## src/rtl/sr_queue_ctrl_if.sv

```systemverilog
// Command/response handshake bundle for sr_queue_ctrl.
// The master side issues commands; the slave side (the controller) answers.
interface sr_queue_ctrl_if #(
   parameter int TID_W  = 4,
   parameter int INFO_W = 32
) ();
   logic              cmd_valid;
   logic              cmd_ready;
   logic [2:0]        cmd_op;
   logic [TID_W-1:0]  cmd_tid;
   logic [INFO_W-1:0] cmd_info;
   logic              rsp_valid;
   logic [1:0]        rsp_err;
   logic [TID_W-1:0]  rsp_tid;

   modport master (
      output cmd_valid, cmd_op, cmd_tid, cmd_info,
      input  cmd_ready, rsp_valid, rsp_err, rsp_tid
   );

   modport slave (
      input  cmd_valid, cmd_op, cmd_tid, cmd_info,
      output cmd_ready, rsp_valid, rsp_err, rsp_tid
   );
endinterface

```

## src/rtl/sr_queue_ctrl.sv

```systemverilog
// Command sequencer for the shift-register task queue: IDLE -> DECODE -> ISSUE -> SETTLE.
// Optional occupancy/error statistics ports are enabled by defining SR_QCTRL_STATS_EN.
module sr_queue_ctrl #(
   parameter int DEPTH  = 16,
   parameter int TID_W  = 4,
   parameter int INFO_W = 32,
   parameter int PRIO_W = 8
) (
   input  logic                    clk,
   input  logic                    rst,
   sr_queue_ctrl_if.slave          cmd,
   input  logic [DEPTH-1:0]        q_empty,
   input  logic [DEPTH-1:0]        q_schden,
   input  logic [DEPTH*TID_W-1:0]  q_tid,
   input  logic [DEPTH*INFO_W-1:0] q_info,
   output logic [TID_W-1:0]        new_task_id,
   output logic [INFO_W-1:0]       new_task_info,
   output logic [DEPTH-1:0]        enqueue,
   output logic [DEPTH-1:0]        dequeue,
   output logic [DEPTH-1:0]        remove,
   output logic [DEPTH-1:0]        que_act,
   output logic [DEPTH-1:0]        que_blk
`ifdef SR_QCTRL_STATS_EN
   ,
   output logic [4:0]              occ_count,
   output logic [15:0]             err_count
`endif
);

   localparam logic [2:0] OP_NOP      = 3'd0;
   localparam logic [2:0] OP_CREATE   = 3'd1;
   localparam logic [2:0] OP_DISPATCH = 3'd2;
   localparam logic [2:0] OP_REMOVE   = 3'd3;
   localparam logic [2:0] OP_BLOCK    = 3'd4;
   localparam logic [2:0] OP_ACTIVATE = 3'd5;

   localparam logic [1:0] ERR_OK   = 2'd0;
   localparam logic [1:0] ERR_FULL = 2'd1;
   localparam logic [1:0] ERR_NF   = 2'd2;
   localparam logic [1:0] ERR_ILL  = 2'd3;

   typedef enum logic [1:0] {IDLE, DECODE, ISSUE, SETTLE} state_t;
   state_t state;

   logic [2:0]        op_q;
   logic [TID_W-1:0]  tid_q;
   logic [INFO_W-1:0] info_q;

   logic [DEPTH-1:0]  sel_hit, ge_mask, first_hot;
   logic              seen;
   logic [TID_W-1:0]  sel_tid;
   logic [1:0]        d_err;
   logic [TID_W-1:0]  d_tid;
   logic [DEPTH-1:0]  d_enq, d_deq, d_rem, d_act, d_blk;

   // Only the priority byte of each cell's info takes part in decoding.
   logic unused_info;
   assign unused_info = ^q_info;

   // Lowest matching cell: ge_mask covers it and every cell behind it, first_hot is it alone.
   always_comb begin
      sel_hit   = '0;
      ge_mask   = '0;
      first_hot = '0;
      seen      = 1'b0;
      sel_tid   = '0;
      for (int unsigned i = 0; i < DEPTH; i++) begin
         unique case (op_q)
            OP_CREATE:   sel_hit[i] = q_empty[i] |
                                      (info_q[PRIO_W-1:0] > q_info[i*INFO_W +: PRIO_W]);
            OP_DISPATCH: sel_hit[i] = q_schden[i] & ~q_empty[i];
            default:     sel_hit[i] = ~q_empty[i] & (q_tid[i*TID_W +: TID_W] == tid_q);
         endcase
         first_hot[i] = sel_hit[i] & ~seen;
         seen         = seen | sel_hit[i];
         ge_mask[i]   = seen;
         sel_tid      = sel_tid | (q_tid[i*TID_W +: TID_W] & {TID_W{first_hot[i]}});
      end
   end

   always_comb begin
      d_err = ERR_OK;
      d_tid = tid_q;
      d_enq = '0;
      d_deq = '0;
      d_rem = '0;
      d_act = '0;
      d_blk = '0;
      unique case (op_q)
         OP_CREATE: begin
            if (!q_empty[DEPTH-1]) d_err = ERR_FULL;
            else                   d_enq = ge_mask;
         end
         OP_DISPATCH: begin
            if (!seen) begin
               d_err = ERR_NF;
               d_tid = '0;
            end else begin
               d_tid = sel_tid;
               if (first_hot[0]) d_deq = '1;
               else              d_rem = ge_mask;
            end
         end
         OP_REMOVE: begin
            if (!seen) d_err = ERR_NF;
            else       d_rem = ge_mask;
         end
         OP_BLOCK: begin
            if (!seen) d_err = ERR_NF;
            else       d_blk = first_hot;
         end
         OP_ACTIVATE: begin
            if (!seen) d_err = ERR_NF;
            else       d_act = first_hot;
         end
         default: d_err = ERR_ILL;
      endcase
   end

   always_ff @(posedge clk) begin
      if (rst) begin
         state         <= IDLE;
         cmd.cmd_ready <= 1'b1;
         cmd.rsp_valid <= 1'b0;
         cmd.rsp_err   <= '0;
         cmd.rsp_tid   <= '0;
         op_q          <= '0;
         tid_q         <= '0;
         info_q        <= '0;
         new_task_id   <= '0;
         new_task_info <= '0;
         enqueue       <= '0;
         dequeue       <= '0;
         remove        <= '0;
         que_act       <= '0;
         que_blk       <= '0;
      end else begin
         cmd.rsp_valid <= 1'b0;
         new_task_id   <= '0;
         new_task_info <= '0;
         enqueue       <= '0;
         dequeue       <= '0;
         remove        <= '0;
         que_act       <= '0;
         que_blk       <= '0;
         unique case (state)
            IDLE: begin
               if (cmd.cmd_valid && cmd.cmd_ready) begin
                  op_q   <= cmd.cmd_op;
                  tid_q  <= cmd.cmd_tid;
                  info_q <= cmd.cmd_info;
                  if (cmd.cmd_op == OP_NOP) begin
                     cmd.rsp_valid <= 1'b1;
                     cmd.rsp_err   <= ERR_OK;
                     cmd.rsp_tid   <= '0;
                  end else begin
                     cmd.cmd_ready <= 1'b0;
                     state         <= DECODE;
                  end
               end
            end
            DECODE: begin
               cmd.rsp_err <= d_err;
               cmd.rsp_tid <= d_tid;
               if (d_err != ERR_OK) begin
                  cmd.rsp_valid <= 1'b1;
                  state         <= SETTLE;
               end else begin
                  enqueue <= d_enq;
                  dequeue <= d_deq;
                  remove  <= d_rem;
                  que_act <= d_act;
                  que_blk <= d_blk;
                  if (op_q == OP_CREATE) begin
                     new_task_id   <= tid_q;
                     new_task_info <= info_q;
                  end
                  state <= ISSUE;
               end
            end
            ISSUE: begin
               cmd.rsp_valid <= 1'b1;
               state         <= SETTLE;
            end
            SETTLE: begin
               cmd.cmd_ready <= 1'b1;
               state         <= IDLE;
            end
            default: state <= IDLE;
         endcase
      end
   end

`ifdef SR_QCTRL_STATS_EN
   logic [4:0] occ_next;

   always_comb begin
      occ_next = '0;
      for (int unsigned i = 0; i < DEPTH; i++) occ_next = occ_next + {4'b0, ~q_empty[i]};
   end

   always_ff @(posedge clk) begin
      if (rst) begin
         occ_count <= '0;
         err_count <= '0;
      end else begin
         occ_count <= occ_next;
         if (cmd.rsp_valid && cmd.rsp_err != ERR_OK && err_count != '1)
            err_count <= err_count + 16'd1;
      end
   end
`endif

endmodule
```

## src/flat_wrapper.sv

```systemverilog
// flat-port wrapper written by rule: the top's interface ports become plain ports
module sr_queue_ctrl_flat 
#(
   parameter int DEPTH  = 16,
   parameter int TID_W  = 4,
   parameter int INFO_W = 32,
   parameter int PRIO_W = 8
)
  (clk, rst, q_empty, q_schden, q_tid, q_info, new_task_id, new_task_info, enqueue, dequeue, remove, que_act, que_blk, cmd_cmd_valid, cmd_cmd_op, cmd_cmd_tid, cmd_cmd_info, cmd_cmd_ready, cmd_rsp_valid, cmd_rsp_err, cmd_rsp_tid);
  sr_queue_ctrl_if #(.TID_W(TID_W), .INFO_W(INFO_W)) cmd_i ();
  input  logic clk;
  input  logic rst;
  input  logic [DEPTH-1:0] q_empty;
  input  logic [DEPTH-1:0] q_schden;
  input  logic [DEPTH*TID_W-1:0] q_tid;
  input  logic [DEPTH*INFO_W-1:0] q_info;
  output logic [TID_W-1:0] new_task_id;
  output logic [INFO_W-1:0] new_task_info;
  output logic [DEPTH-1:0] enqueue;
  output logic [DEPTH-1:0] dequeue;
  output logic [DEPTH-1:0] remove;
  output logic [DEPTH-1:0] que_act;
  output logic [DEPTH-1:0] que_blk;
  input wire logic [$bits(cmd_i.cmd_valid)-1:0] cmd_cmd_valid;
  input wire logic [$bits(cmd_i.cmd_op)-1:0] cmd_cmd_op;
  input wire logic [$bits(cmd_i.cmd_tid)-1:0] cmd_cmd_tid;
  input wire logic [$bits(cmd_i.cmd_info)-1:0] cmd_cmd_info;
  output wire logic [$bits(cmd_i.cmd_ready)-1:0] cmd_cmd_ready;
  output wire logic [$bits(cmd_i.rsp_valid)-1:0] cmd_rsp_valid;
  output wire logic [$bits(cmd_i.rsp_err)-1:0] cmd_rsp_err;
  output wire logic [$bits(cmd_i.rsp_tid)-1:0] cmd_rsp_tid;
  assign cmd_i.cmd_valid = cmd_cmd_valid;
  assign cmd_i.cmd_op = cmd_cmd_op;
  assign cmd_i.cmd_tid = cmd_cmd_tid;
  assign cmd_i.cmd_info = cmd_cmd_info;
  assign cmd_cmd_ready = cmd_i.cmd_ready;
  assign cmd_rsp_valid = cmd_i.rsp_valid;
  assign cmd_rsp_err = cmd_i.rsp_err;
  assign cmd_rsp_tid = cmd_i.rsp_tid;
  sr_queue_ctrl #(.DEPTH(DEPTH), .TID_W(TID_W), .INFO_W(INFO_W), .PRIO_W(PRIO_W)) u_core (.clk(clk), .rst(rst), .cmd(cmd_i), .q_empty(q_empty), .q_schden(q_schden), .q_tid(q_tid), .q_info(q_info), .new_task_id(new_task_id), .new_task_info(new_task_info), .enqueue(enqueue), .dequeue(dequeue), .remove(remove), .que_act(que_act), .que_blk(que_blk));
endmodule
```

## config.mk

```make
export PLATFORM = sky130hd
export DESIGN_NAME = sr_queue_ctrl_flat
export DESIGN_NICKNAME = d
export VERILOG_FILES = /design/src/rtl/sr_queue_ctrl_if.sv /design/src/rtl/sr_queue_ctrl.sv /design/src/flat_wrapper.sv
export SDC_FILE = /design/constraint.sdc
export NUM_CORES = 1
export LEC_CHECK = 0
export CAP_MARGIN = 20
export CELL_PAD_IN_SITES_DETAIL_PLACEMENT = 0
export CELL_PAD_IN_SITES_GLOBAL_PLACEMENT = 1
export CORE_AREA = 2 2 304 306
export CTS_BUF_LIST = sky130_fd_sc_hd__clkbuf_8
export CTS_CLUSTER_DIAMETER = 60
export DETAILED_ROUTE_END_ITERATION = 12
export DIE_AREA = 0 0 306 308
export GPL_TIMING_DRIVEN = 1
export PLACE_DENSITY_LB_ADDON = 0.05
export SLEW_MARGIN = 40
export SYNTH_ARGS = -nofsm -noshare
export SYNTH_HDL_FRONTEND = slang
export SYNTH_SLANG_ARGS = --single-unit
export TNS_END_PERCENT = 10
```

## constraint.sdc

```tcl
create_clock -name clk -period 7.3 [get_ports clk]
set_input_delay 1.46 -clock clk [delete_from_list [all_inputs] [get_ports clk]]
set_output_delay 1.46 -clock clk [all_outputs]
set_load 0.03 [all_outputs]
```

# Word level (Yosys, flattened, before mapping)

Cells that the tools add are included.

Flip-flop bits (word level): 165
Bits in latches: 0
RAM bits: 0
Bits in read-only memories: 0
Bits of input ports: 650
Output and inout bits: 124
Logic and storage cells: 265
Memories kept: 0

Add/subtract/negate cells: 0
Multipliers: 0
Divide/modulo/power cells: 0
Magnitude comparators: 16
Equal/unequal tests: 27
Shift operators: 0
Multiplexer cells: 44
Bitwise logic cells: 146
Reductions and logical operators: 17

Operators by type and width:

| kind                                                                   | count |
|---|---|
| 8-bit greater-than comparator                                          | 16 |
| 16-bit two-way mux                                                     | 5 |
| 4-bit AND                                                              | 16 |
| 4-bit equality test                                                    | 16 |
| 4-bit bitwise OR                                                       | 15 |
| 1-bit AND                                                              | 47 |
| 1-bit inverter                                                         | 37 |
| 1-bit one-hot mux with 2 select lines                                  | 17 |
| 16-bit one-hot mux with 2 select lines                                 | 1 |
| 1-bit bitwise OR                                                       | 31 |
| 4-bit two-way mux                                                      | 4 |
| 4-bit OR reduction                                                     | 4 |
| 2-bit two-way mux                                                      | 5 |
| 5-bit OR reduction                                                     | 2 |
| 2-bit one-hot mux with 2 select lines                                  | 2 |
| 2-bit one-hot mux with 4 select lines                                  | 1 |
| 4-bit one-hot mux with 2 select lines                                  | 1 |
| 1-bit two-way mux                                                      | 7 |
| 3-bit by 2-bit equality test with 1-bit output (second input constant) | 2 |
| 3-bit equality test (second input constant)                            | 2 |
| 3-bit AND reduction                                                    | 2 |
| 2-bit nonzero test                                                     | 3 |
| 2-bit equality test (second input constant)                            | 2 |
| 2-bit by 1-bit != test with 1-bit output (second input constant)       | 2 |
| 9 further kinds                                                        | 10 |

# Longest topological paths before layout

Word-level depth: 24
Gate-level depth with buffers: 15
Depth with buffers taken out: 12

# Worst setup path after synthesis

OpenSTA, ideal clock, no wires.

Path type: in2reg
Start: in q_info[225]
End: reg u_core.remove[4]
Library setup time: 141 ps
Arrival time: 4728 ps
Required time: 7159 ps
Slack: 2431 ps
Cell stages on the path: 15
Buffers on the path: 3
Cell sequence: inv_1 > ha_1 > nor2b_1 > o211ai_1 > a211oi_1 > a2111o_1 > a2111oi_0 > or4b_1 > buf_2 > or3_4 > nor4_4 > or3_1 > buf_4 > buf_6 > nor2_2

Word-level cells in the longest chain between the ends: 16
Elaborated cells on any way between the ends: 19
Those cells by class: order compare: 1; mux: 6; bitwise: 10; reduce/logical: 2

Ends and longest elaborated chain:

| element                                   | RTL line             | text |
|---|---|---|
| start: declaration                        | flat_wrapper.sv:16   | `input logic [DEPTH*INFO_W-1:0] q_info;` |
| 8-bit greater-than comparator (*)         | sr_queue_ctrl.sv:70  | `(info_q[PRIO_W-1:0] > q_info[i*INFO_W +: PRIO_W]);` |
| 1-bit bitwise OR (*)                      | sr_queue_ctrl.sv:69  | `OP_CREATE: sel_hit[i] = q_empty[i] \|` |
| 1-bit one-hot mux with 2 select lines (*) | sr_queue_ctrl.sv:68  | `unique case (op_q)` |
| 1-bit bitwise OR (*) (9 in a row)         | sr_queue_ctrl.sv:75  | `seen = seen \| sel_hit[i];` |
| 2-bit two-way mux                         | n/a                  |  |
| 2-bit one-hot mux with 2 select lines     | sr_queue_ctrl.sv:89  | `unique case (op_q)` |
| 2-bit nonzero test                        | sr_queue_ctrl.sv:165 | `if (d_err != ERR_OK) begin` |
| 3-bit OR reduction (no line)              | n/a                  |  |
| end signal: assignment                    | sr_queue_ctrl.sv:171 | `remove <= d_rem;` |
| end: declaration                          | sr_queue_ctrl.sv:20  | `output logic [DEPTH-1:0] remove,` |

Mark *: on every way between the ends. The rest lies on a longest branch, timed or not.
A chain may end at the register's enable or synchronous reset.

# Worst setup path after layout

Start: in q_info[291]
End: reg u_core.remove[10]

Word-level cells in the longest chain between the ends: 14
Elaborated cells on any way between the ends: 18
Those cells by class: order compare: 1; mux: 7; bitwise: 8; reduce/logical: 2

Ends and longest elaborated chain:

| element                                   | RTL line |
|---|---|
| 8-bit greater-than comparator (*)         | sr_queue_ctrl.sv:70 |
| 1-bit bitwise OR (*)                      | sr_queue_ctrl.sv:69 |
| 1-bit one-hot mux with 2 select lines (*) | sr_queue_ctrl.sv:68 |
| 1-bit bitwise OR (*) (2 in a row)         | sr_queue_ctrl.sv:75 |
| 1-bit bitwise OR (5 in a row)             | sr_queue_ctrl.sv:75 |
| 2-bit two-way mux                         | n/a |
| 2-bit one-hot mux with 2 select lines     | sr_queue_ctrl.sv:89 |
| 2-bit nonzero test                        | sr_queue_ctrl.sv:165 |
| 3-bit OR reduction (no line)              | n/a |

Marked as above.

==> results.toml <==
[status]
status = "finished clean"

[setup_path]
crit_required_ps = 7720
cp_max_fo = 15
rr_worst_depth = 12
rrSetupSlack_ps = 2240
reg2reg_from = "u_core.info_q[3]$_SDFFE_PP0P_"
start_kind = "primary input"
critPathArrivalTime_ps = 5730
cp-end-kind = "flop"
crit_path_start = "q_info[291]"
r2r_end = "u_core.remove[10]$_SDFF_PP0_"
critPathKind = "in2reg"

[final_layout]
multi_input_area_sq_mm = 0.006067
final_util_pct = 17.23
nFillCells = 10290
syn_to_final_growth_pct = 59.21
fin_cells = 2783
final_nets = 2367
ff_latch_area_sq_mm = 0.003009
drive_gt1_share_pct = 7.340

[global_route]
grt-ovfl-total = 0
grt_max_degree = 40
grt_usage_pct = 13.31
grt_antenna_before_repair = 28
grt_pass1_vias = 10950
grt_pass1_wl_microns = 85950

[synth]
yosysSeqAreaShare_pct = 30.51
synth_nets = 1974
synth_edf_count = 0
avgSynthCellArea_sq_um = 8.272
syn_inst = 1190
synth-seq-cells = 150
yosysUniqueCellTypes = 78
syn_area_sq_mm = 0.009843
synthFlopType = "dfxtp_1"
async_flop_share_pct = 0
ys_warn_count = 0

[route]
drc = 0
topRoutingLayerUsed = "met5"
route.met2.wl_microns = 30610
ant_nets = 0
post_drt_wl_per_cell_microns = 22.57
dr_wl_met3_microns = 4469
num_vias = 9971
drt_pre_antenna_iters = 4
routed_via_density = 3.583
drt_iter0_drc = 309
drt-met1-wl_microns = 26890
wirelength_microns = 62820

[cts]
clk_pin_slew_ps = 90
cts_tree = "yes"
cts.sinks = 150
numCtsBuffers = 17
clk_latency_ps = 560
postCtsSetupBuffers = 0
cts_hold_buf = 0
cts_root_buf = "clkbuf_8"
postCtsResizedCells = 0
cts_buffer_depth = 2
htree_levels = 4

[die]
ios = 774
rows = 111
die_w_microns = 306
die_h_microns = 308
core_area_sq_mm = 0.09097
fp.dieArea_sq_mm = 0.09425
initial_utilization_pct = 10.82

[sta]
layout_min_cycle_time_ps = 5311
tightest_slew_ps = 833.9
setup_viol = 0
slew_headroom_pct = 44.33
hold_viol_final = 0
final.setup_skew_ps = 24.31
hold-worst-slack_ps = 453.1
setup_tns_ps = 0
fin_crit_sh_pct = 72.75
fmax_mhz = 188.3
rsz0062_at_grt = "false"
drv_slew = 0

[run]
cap_violations = 0

[hold_path]
hold_depth = 2
min_from = "u_core.info_q[24]$_SDFFE_PP0P_"
hold_class = "reg2reg"
min_to = "u_core.info_q[24]$_SDFFE_PP0P_"

[power_and_ir_drop]
peakVddDrop_v = 0.0001313
powerDensity_mw_per_mm2 = 214.5
cellLeakagePower_nw = 6.352

[placement]
port_buffers = 389
placedCellCount = 2750
post-dp-hpwl_microns = 52310
routabilityCongestion = 0.7203
[sequential cells by signal, indices dropped and copies added, names as in the netlist]
| signal | flops |
|---|---|
| u_core.cmd.rsp_err | 2 |
| u_core.info_q | 32 |
| u_core.new_task_info | 32 |
| u_core.cmd.cmd_ready | 1 |
| u_core.cmd.rsp_valid | 1 |
| u_core.remove | 16 |
| u_core.que_act | 16 |
| u_core.que_blk | 16 |
| u_core.op_q | 3 |
| u_core.dequeue | 1 |
| u_core.cmd.rsp_tid | 4 |
| u_core.enqueue | 16 |
| u_core.state | 2 |
| u_core.tid_q | 4 |
| u_core.new_task_id | 4 |
[stage by stage]
stage | worst slack [ps] | power, W | cell area [sq um]
after global placement | 1039 | 0.002807 | 15260
after floorplan | 2431 | 0.001893 | 9843
after detailed placement | 1257 | 0.002818 | 15300
after CTS | 1893 | 0.003505 | 15660
final | 1989 | 0.003362 | 15670
after global routing | 1656 | 0.003676 | 15670
[logic make-up after synthesis]
logic type,Yosys count,synth area share (%)
buffers and inverters,189,8.389
adders and majority gates,134,17.03
DFF,150,30.51
AOI/OAI and AO/OA,245,16.66
muxes,6,0.6229
xor gates and xnor gates,64,5.695
and+or+nand+nor,402,21.09
[final cells by class]
cell class	count	area share, %
Timing Repair Buffer	433	27.16
Clock inverter	9	0.4471
Inverter	130	3.114
Sequential cell	150	19.20
Multi-Input combinational cell	851	38.71
Tap cell	1186	9.469
Antenna cell	3	0.04790
Clock buffer	21	1.844
[worst max-delay path, stage by stage]
cell and delay, ps:
clkdlybuf4s50_1 450, inv_1 40, ha_1 300, a211oi_1 270, a211oi_1 100, a2111oi_0 550, o32a_1 730, nand4_1 310
or3_4 510, nor4_4 450, or3_1 260, buf_12 190, a21oi_1 60
[per-layer routing]
layer  up-vias  track usage [%]
met5         -                0
met4        36            2.910
met3        58            4.844
met2       255            23.10
met1      4698            15.59
li1       4924                -
[cells in the mapped netlist (3+ instances only)]
cell type,count,area [sq um]
or3_1,5,31.28
nor4b_1,4,35.03
a221oi_1,11,96.34
a221o_1,6,60.06
buf_6,3,33.78
o21a_1,6,45.04
nor4_1,15,93.84
a22o_1,10,87.58
buf_2,6,30.03
nor3_1,20,100.1
o41ai_1,3,26.28
a211oi_1,14,105.1
a31oi_1,7,43.79
o21bai_1,3,22.52
xor2_1,41,359.1
ha_1,134,1677
a21oi_1,95,475.5
nand4bb_1,6,67.56
nor2_2,9,56.30
o31ai_1,4,30.03
nor2_1,88,330.3
a21o_1,9,67.56
nor2b_1,18,112.6
nand3_1,22,110.1
a31o_2,3,26.28
o31a_1,3,26.28
a22oi_1,9,67.56
o211ai_1,6,45.04
nand4_1,22,137.6
clkbuf_1,20,75.07
nand4b_1,4,35.03
o32a_1,3,30.03
o21ai_0,22,110.1
and3_1,7,43.79
nand2_1,117,439.2
a211o_1,4,35.03
xnor2_1,23,201.4
a2111oi_0,5,43.79
buf_1,7,26.28
buf_4,23,172.7
mux2i_1,5,50.05
and2_1,46,287.8
dfxtp_1,150,3003
inv_1,129,484.2
[worst max path at each step]
stage          slack, ps                      endpoint  depth (start not counted)
2_1_floorplan       2430   u_core.remove[4]$_SDFF_PP0_                         15
3_3_place_gp        1040  u_core.remove[10]$_SDFF_PP0_                         15
3_5_place_dp        1260  u_core.remove[10]$_SDFF_PP0_                         15
4_1_cts             1890  u_core.remove[10]$_SDFF_PP0_                         15
5_1_grt             1660  u_core.remove[10]$_SDFF_PP0_                         13
6_report            1990  u_core.remove[10]$_SDFF_PP0_                         13
[power by group]
group / internal [W] / switching (W)
Combinational: 0.000672 / 0.00107
Clock: 0.000269 / 0.000369
Sequential: 0.000879 / 0.000106
Total: 0.00182 / 0.00154
[layout by cell type (no fill, tap or decap), types with 6 or more instances in the layout]
cell type          n
and2_1            46
nand4bb_1          6
o21a_1             6
inv_1            129
clkdlybuf4s50_1  388
buf_4             41
a22o_1            10
o211ai_1           6
nor2_1            88
a211oi_1          14
a221oi_1          11
a22oi_1            9
nand4_1           22
o21ai_0           20
nor2b_1           18
clkbuf_8          21
nor2_2             9
and3_1             6
dfxtp_1          145
a221o_1            6
xnor2_1           23
xor2_1            41
a31oi_1            7
nand3_1           21
nor4_1            14
ha_1             134
nor3_1            18
a21oi_1           92
nand2_1          117
a21o_1             9
Note: power is estimated with default switching activity, not from simulation.
